--- src/rtl/transmitter_pkg.sv ---
// Shared definitions for the slotted bus transmitter and receiver: FSM states,
// the reserved no-packet destination and packet field offsets ({src, data, dst}).
package transmitter_pkg;

    typedef enum logic [1:0] {
        ST_IDLE,
        ST_WAIT,
        ST_SEND
    } tx_state_e;

    // All-ones destination marks "no packet" on the bus.
    function automatic int null_id(input int id_width);
        return (1 << id_width) - 1;
    endfunction

    localparam int DST_LSB = 0;

    function automatic int data_lsb(input int id_width);
        return id_width;
    endfunction

    function automatic int src_lsb(input int id_width, input int data_width);
        return id_width + data_width;
    endfunction

endpackage

--- src/rtl/transmitter_if.sv ---
// Send-request handshake between a node's core (master) and its transmitter (slave).
interface transmitter_if #(
    parameter int ID_WIDTH   = 1,
    parameter int DATA_WIDTH = 1
);
    logic                  send_valid;
    logic [ID_WIDTH-1:0]   send_dst;
    logic [DATA_WIDTH-1:0] send_data;
    logic                  send_ready;

    modport master (
        output send_valid,
        output send_dst,
        output send_data,
        input  send_ready
    );

    modport slave (
        input  send_valid,
        input  send_dst,
        input  send_data,
        output send_ready
    );
endinterface

--- src/rtl/transmitter_tx_fifo.sv ---
// Send queue for the transmitter: power-of-two circular buffer, head visible on data.
module tx_fifo #(
    parameter int WIDTH = 1,
    parameter int DEPTH = 4
) (
    input  logic             clk,
    input  logic             rst,
    input  logic             push,
    input  logic             pop,
    input  logic [WIDTH-1:0] wr_data,
    output logic             full,
    output logic             empty,
    output logic [WIDTH-1:0] data
);
    localparam int AW = $clog2(DEPTH);

    logic [WIDTH-1:0] mem [DEPTH];
    logic [AW-1:0]    wr_ptr;
    logic [AW-1:0]    rd_ptr;
    logic [AW:0]      count;

    // NOTE: sequential state uses non-blocking assignments so every register samples pre-edge values.
    always_ff @(posedge clk) begin
        if (rst) begin
            wr_ptr <= '0;
            rd_ptr <= '0;
            count  <= '0;
        end else begin
            if (push) wr_ptr <= wr_ptr + AW'(1);
            if (pop)  rd_ptr <= rd_ptr + AW'(1);
            case ({push, pop})
                2'b10:   count <= count + (AW+1)'(1);
                2'b01:   count <= count - (AW+1)'(1);
                default: count <= count;
            endcase
        end
    end

    // NOTE: storage is not reset; an entry is only ever read after it has been written.
    always_ff @(posedge clk) begin
        if (push) mem[wr_ptr] <= wr_data;
    end

    assign full  = (count == (AW+1)'(DEPTH));
    assign empty = (count == '0);
    assign data  = mem[rd_ptr];

endmodule

--- src/rtl/transmitter.sv ---
// Slotted shared-bus transmitter: queues send requests and emits one packet in its own slot.
// Optional macro TX_PKT_COUNT_EN adds a saturating 16-bit sent_count output.
module transmitter
    import transmitter_pkg::*;
#(
    parameter int ID_WIDTH   = 1,
    parameter int DATA_WIDTH = 1,
    parameter int NUM_NODES  = 1,
    parameter int FIFO_DEPTH = 4
) (
    input  logic                             clk,
    input  logic                             rst,
    input  logic [ID_WIDTH-1:0]              id,
    transmitter_if.slave                     send,
    output logic [2*ID_WIDTH+DATA_WIDTH-1:0] tx_out,
    output logic                             tx_busy
`ifdef TX_PKT_COUNT_EN
    ,
    output logic [15:0]                      sent_count
`endif
);
    localparam logic [ID_WIDTH-1:0] NULL_ID = ID_WIDTH'(null_id(ID_WIDTH));
    localparam int ENTRY_W  = ID_WIDTH + DATA_WIDTH;
    localparam int PKT_W    = 2 * ID_WIDTH + DATA_WIDTH;
    localparam int DATA_LSB = data_lsb(ID_WIDTH);
    localparam int SRC_LSB  = src_lsb(ID_WIDTH, DATA_WIDTH);

    logic [ID_WIDTH-1:0]   slot_cnt;
    tx_state_e             state;
    tx_state_e             state_next;
    logic                  push;
    logic                  pop;
    logic                  load;
    logic                  full;
    logic                  empty;
    logic [ENTRY_W-1:0]    head;
    logic [ID_WIDTH-1:0]   head_dst;
    logic [DATA_WIDTH-1:0] head_data;
    logic                  own_slot;
    logic [PKT_W-1:0]      idle_pkt;
    logic [PKT_W-1:0]      head_pkt;

    assign send.send_ready = !full;
    assign push            = send.send_valid && !full;
    assign own_slot        = (slot_cnt == id);
    assign {head_dst, head_data} = head;

    tx_fifo #(
        .WIDTH (ENTRY_W),
        .DEPTH (FIFO_DEPTH)
    ) u_fifo (
        .clk     (clk),
        .rst     (rst),
        .push    (push),
        .pop     (pop),
        .wr_data ({send.send_dst, send.send_data}),
        .full    (full),
        .empty   (empty),
        .data    (head)
    );

    always_ff @(posedge clk) begin
        if (rst)
            slot_cnt <= '0;
        else if (slot_cnt == ID_WIDTH'(NUM_NODES - 1))
            slot_cnt <= '0;
        else
            slot_cnt <= slot_cnt + ID_WIDTH'(1);
    end

    always_ff @(posedge clk) begin
        if (rst) state <= ST_IDLE;
        else     state <= state_next;
    end

    // NOTE: every output of this block gets a default first, so no path can infer a latch.
    always_comb begin
        state_next = state;
        pop        = 1'b0;
        load       = 1'b0;
        case (state)
            ST_IDLE: begin
                if (push) state_next = ST_WAIT;
            end
            ST_WAIT: begin
                // A dropped NULL entry can leave WAIT with nothing queued.
                if (empty) begin
                    if (!push) state_next = ST_IDLE;
                end else if (own_slot) begin
                    pop = 1'b1;
                    if (head_dst != NULL_ID) begin
                        load       = 1'b1;
                        state_next = ST_SEND;
                    end
                end
            end
            ST_SEND: begin
                state_next = (empty && !push) ? ST_IDLE : ST_WAIT;
            end
            default: state_next = ST_IDLE;
        endcase
    end

    always_comb begin
        idle_pkt = '0;
        idle_pkt[DST_LSB +: ID_WIDTH] = NULL_ID;
        idle_pkt[SRC_LSB +: ID_WIDTH] = id;
        head_pkt = '0;
        head_pkt[DST_LSB  +: ID_WIDTH]   = head_dst;
        head_pkt[DATA_LSB +: DATA_WIDTH] = head_data;
        head_pkt[SRC_LSB  +: ID_WIDTH]   = id;
    end

    always_ff @(posedge clk) begin
        if (rst)       tx_out <= idle_pkt;
        else if (load) tx_out <= head_pkt;
        else           tx_out <= idle_pkt;
    end

    assign tx_busy = !empty || (state == ST_SEND);

`ifdef TX_PKT_COUNT_EN
    always_ff @(posedge clk) begin
        if (rst)
            sent_count <= '0;
        else if (load && (sent_count != 16'hFFFF))
            sent_count <= sent_count + 16'd1;
    end
`endif

endmodule
--- src/flat_wrapper.sv ---
// flat-port wrapper written by rule: the top's interface ports become plain ports
module transmitter_flat import transmitter_pkg::*;
#(
    parameter int ID_WIDTH   = 1,
    parameter int DATA_WIDTH = 1,
    parameter int NUM_NODES  = 1,
    parameter int FIFO_DEPTH = 4
)
  (clk, rst, id, tx_out, tx_busy, send_send_valid, send_send_dst, send_send_data, send_send_ready);
  transmitter_if #(.ID_WIDTH(ID_WIDTH), .DATA_WIDTH(DATA_WIDTH)) send_i ();
  input  logic clk;
  input  logic rst;
  input  logic [ID_WIDTH-1:0] id;
  output logic [2*ID_WIDTH+DATA_WIDTH-1:0] tx_out;
  output logic tx_busy;
  input wire logic [$bits(send_i.send_valid)-1:0] send_send_valid;
  input wire logic [$bits(send_i.send_dst)-1:0] send_send_dst;
  input wire logic [$bits(send_i.send_data)-1:0] send_send_data;
  output wire logic [$bits(send_i.send_ready)-1:0] send_send_ready;
  assign send_i.send_valid = send_send_valid;
  assign send_i.send_dst = send_send_dst;
  assign send_i.send_data = send_send_data;
  assign send_send_ready = send_i.send_ready;
  transmitter #(.ID_WIDTH(ID_WIDTH), .DATA_WIDTH(DATA_WIDTH), .NUM_NODES(NUM_NODES), .FIFO_DEPTH(FIFO_DEPTH)) u_core (.clk(clk), .rst(rst), .id(id), .send(send_i), .tx_out(tx_out), .tx_busy(tx_busy));
endmodule
--- config.mk ---
export PLATFORM = sky130hd
export DESIGN_NAME = transmitter_flat
export DESIGN_NICKNAME = d
export VERILOG_FILES = /design/src/rtl/transmitter_pkg.sv /design/src/rtl/transmitter_if.sv /design/src/rtl/transmitter_tx_fifo.sv /design/src/rtl/transmitter.sv /design/src/flat_wrapper.sv
export SDC_FILE = /design/constraint.sdc
export NUM_CORES = 1
export LEC_CHECK = 0
export ABC_AREA = 1
export CAP_MARGIN = 0
export CORE_ASPECT_RATIO = 1.4
export CORE_UTILIZATION = 25
export DETAILED_ROUTE_END_ITERATION = 12
export PLACE_DENSITY = 0.53
export SETUP_SLACK_MARGIN = 0.1
export SYNTH_ARGS = -nofsm -noshare
export SYNTH_HDL_FRONTEND = slang
export SYNTH_SLANG_ARGS = --single-unit
--- constraint.sdc ---
create_clock -name clk -period 4.37 [get_ports clk]
set_clock_uncertainty 0.1 [all_clocks]
set_input_delay 0.874 -clock clk [delete_from_list [all_inputs] [get_ports clk]]
set_output_delay 0.874 -clock clk [all_outputs]
set_load 0.005 [all_outputs]
==> results.json <==
{
  "status": "finished, final reports clean",
  "power.share.clock_pct": 29.6,
  "die_h_um": 77.1,
  "power_switching_uw": 121,
  "n_fill_cell": 381,
  "syn_nets": 122,
  "grt_pass1_vias": 726,
  "netlist.area_leader.share_pct": 29.9,
  "ys_ff_latch": 23,
  "synth_xor_area_share_pct": 0.871,
  "antenna_found_initial": 0,
  "die_w_um": 55.6,
  "clk_pin_slew_ns": 0.09,
  "synth_edf_count": 8,
  "grtUsageTotal_pct": 8.65,
  "synth_commonest_cells": "inv_1 (16), dfxtp_1 (15), nor2_1 (13)",
  "end_kind": "register",
  "finalPower_uw": 452,
  "drt_pass1_iterations": 4,
  "wl_per_cell_um": 9.79,
  "clock_sinks": 23,
  "dpl.hpwl_um": 1290,
  "vias_per_cell": 4.39,
  "drc": 0,
  "dr_wl_met3_um": 54,
  "netlist_area_um2": 1010,
  "cts_tree": "built",
  "min_path_type": "reg -> reg",
  "intPower_uw": 330,
  "layout-drive-gt1-share_pct": 13.7,
  "clockRootBuffer": "clkbuf_8",
  "core_area_um2": 3740,
  "final_cell_area_um2": 1210,
  "syn-mean-instance-area_um2": 9.15,
  "placed_cells": 162,
  "synth_top_family_by_area": "simple AND/OR/NAND/NOR gates",
  "grt_overflow": 0,
  "clockBufferDepth": 2,
  "yosys.area_share.simple_pct": 16.9,
  "grt_pass1_wl_um": 2930,
  "stdcell_count": 166,
  "gp_congestion": 0.670,
  "diodes": 0,
  "route.met2.wl_um": 841,
  "synth_compound_area_share_pct": 12.1,
  "yosys.area_share.adder_pct": 8.21,
  "rsz0062_at_grt": "false",
  "synthCells": 110,
  "rows": 26,
  "ys_seq_area_share_pct": 53.7,
  "grt_max_degree": 15,
  "finalMaxSlewViolations": 0,
  "crit_path_start_kind": "primary input",
  "fin_crit_sh_pct": 63.8,
  "placed_area_um2": 1160,
  "p_leak_nw": 0.485,
  "via_count": 728,
  "ant_nets": 0,
  "initial_core_util_pct": 26.9,
  "combPwrFrac_pct": 16.3,
  "timing.critical_path.cells": "clkdlybuf4s50_1 > xor2_1 > nor2_4 > ha_1 > inv_1 > fa_1 > a21oi_1 > o21ai_0 > o21ai_0 > a21oi_1",
  "setup-tns-final_ns": 0,
  "synth_ff_type": "dfxtp_1",
  "critPathArrivalTime_ns": 2.84,
  "areaGrowthSynthToFinish_pct": 20.0,
  "crit_family": "adder cells",
  "first_iter_violations": 13,
  "port_buffers": 10,
  "cp_max_fo": 7,
  "cts_setup_buffers": 0,
  "p_seq_share_pct": 54.0,
  "finalCriticalPeriod_ns": 2.79,
  "cp_slowest_cell": "clkdlybuf4s50_1",
  "highest_layer": "met4",
  "synth_area_leaders": "dfxtp_1 (30%), edfxtp_1 (24%), ha_1 (6.2%), inv_1 (6.0%), a21oi_1 (5.0%)",
  "clock_latency_ns": 0.26,
  "cp.buffers_inverters": 2,
  "synthMuxAreaShare_pct": 0,
  "hold_buffers": 0,
  "sw_frac_of_total_pct": 26.9,
  "async_reset_ff_share_pct": 0,
  "critPathMaxStageDelay_ns": 0.43,
  "wirelength_um": 1630,
  "worst-setup-path-type": "in -> reg",
  "p_per_area_nw_per_um2": 374,
  "cts_resized": 0,
  "yosysMostFrequentCell": "inv_1",
  "cts_buffers": 3,
  "yosys_warnings": 0,
  "yosysUniqueCellTypes": 20,
  "finalHoldViolations": 0,
  "drv_cap": 0,
  "critPathRequiredTime_ns": 4.43,
  "die_area_um2": 4290,
  "max_freq_mhz": 359,
  "wl_met1_um": 686,
  "ioPinCount": 11,
  "ir_drop_v": 0.000153,
  "setup_violations": 0,
  "ctsHtreeMaxLevel": 1,
  "synth_top_area_cell": "dfxtp_1",
  "fin_nets": 137
}
worst register-to-register path: cells and delay by family (launching register included):
family,cells,cell delay [ns]
fa+ha+maj,2,0.56
buf+inv,2,0.13
flops,1,0.37
simple gates,3,0.33
compound gates,4,0.50
kinds of logic (layout without fill, tap and decap cells):
group / count (synthesis) / count (layout)
simple gates: 35 / 35
buf+inv: 21 / 35
fa+ha+maj: 6 / 6
xor+xnor: 1 / 1
other cells: 1 / 1
compound gates: 23 / 23
flops: 23 / 23
per-stage QoR:
stage	setup slack, ns	hold WS [ns]	util (%)
after floorplan	1.93	0.342	-
after global placement	1.42	0.355	31.0
after detailed placement	1.32	0.373	31.0
after CTS	1.59	0.387	32.3
after global routing	1.47	0.412	32.3
final	1.58	0.382	32.3
worst paths after layout:
path | from | end | slack [ns] | cells past startpoint
setup / recovery | id | u_core.u_fifo.count[2]$_SDFFE_PP0P_ | 1.58 | 10
hold reg to reg | u_core.u_fifo.count[0]$_SDFFE_PP0P_ | u_core.u_fifo.count[0]$_SDFFE_PP0P_ | 0.38 | 1
setup reg to reg | u_core.u_fifo.count[0]$_SDFFE_PP0P_ | u_core.u_fifo.count[2]$_SDFFE_PP0P_ | 2.26 | 11
hold / removal | u_core.u_fifo.count[0]$_SDFFE_PP0P_ | u_core.u_fifo.count[0]$_SDFFE_PP0P_ | 0.38 | 1
power groups by stage:
stage	logic [mW]	clock network (mW)	registers, mW
3_5_place_dp	0.0739	0	0.249
5_1_grt	0.0848	0.146	0.246
2_1_floorplan	0.0494	0	0.247
6_report	0.0737	0.134	0.244
4_1_cts	0.0744	0.136	0.244
3_3_place_gp	0.0718	0	0.248
per-layer routing:
metal	up-vias	GRT usage (%)
li1	376	-
met1	334	8.47
met2	14	15.5
met3	4	1.69
met4	0	6.75
met5	-	0
state kept, by name, indices dropped and copies added (netlist names), named ones only:
| name | cells |
|---|---|
| u_core.slot_cnt | 1 |
| u_core.state | 2 |
| u_core.tx_out | 3 |
| u_core.u_fifo.count | 3 |
| u_core.u_fifo.mem | 8 |
| u_core.u_fifo.rd_ptr | 2 |
| u_core.u_fifo.wr_ptr | 2 |
cells in the final DEF (no fill, tap or decap):
master and instances:
a21boi_0 1, a21oi_1 10, a21oi_2 1, clkbuf_8 3, clkdlybuf4s50_1 10, clkinvlp_4 1
conb_1 1, dfxtp_1 15, edfxtp_1 8, fa_1 1, ha_1 5, inv_1 16
inv_2 5, nand2_1 11, nand2_2 2, nand3_1 4, nand3_2 3, nor2_1 13
nor2_2 1, nor2_4 1, o21ai_0 9, o21ai_1 2, xor2_1 1
layout make-up:
class	count	area, um2	area share [%]
clock buffers	3	41.3	3.42
clock inverters	1	7.51	0.622
inverters	21	78.8	6.53
multi-input cells	66	387	32.0
flip-flops and latches	23	541	44.8
well taps	42	52.6	4.35
repair buffers	10	100	8.29
No activity file was read; power rests on OpenSTA's default activity.
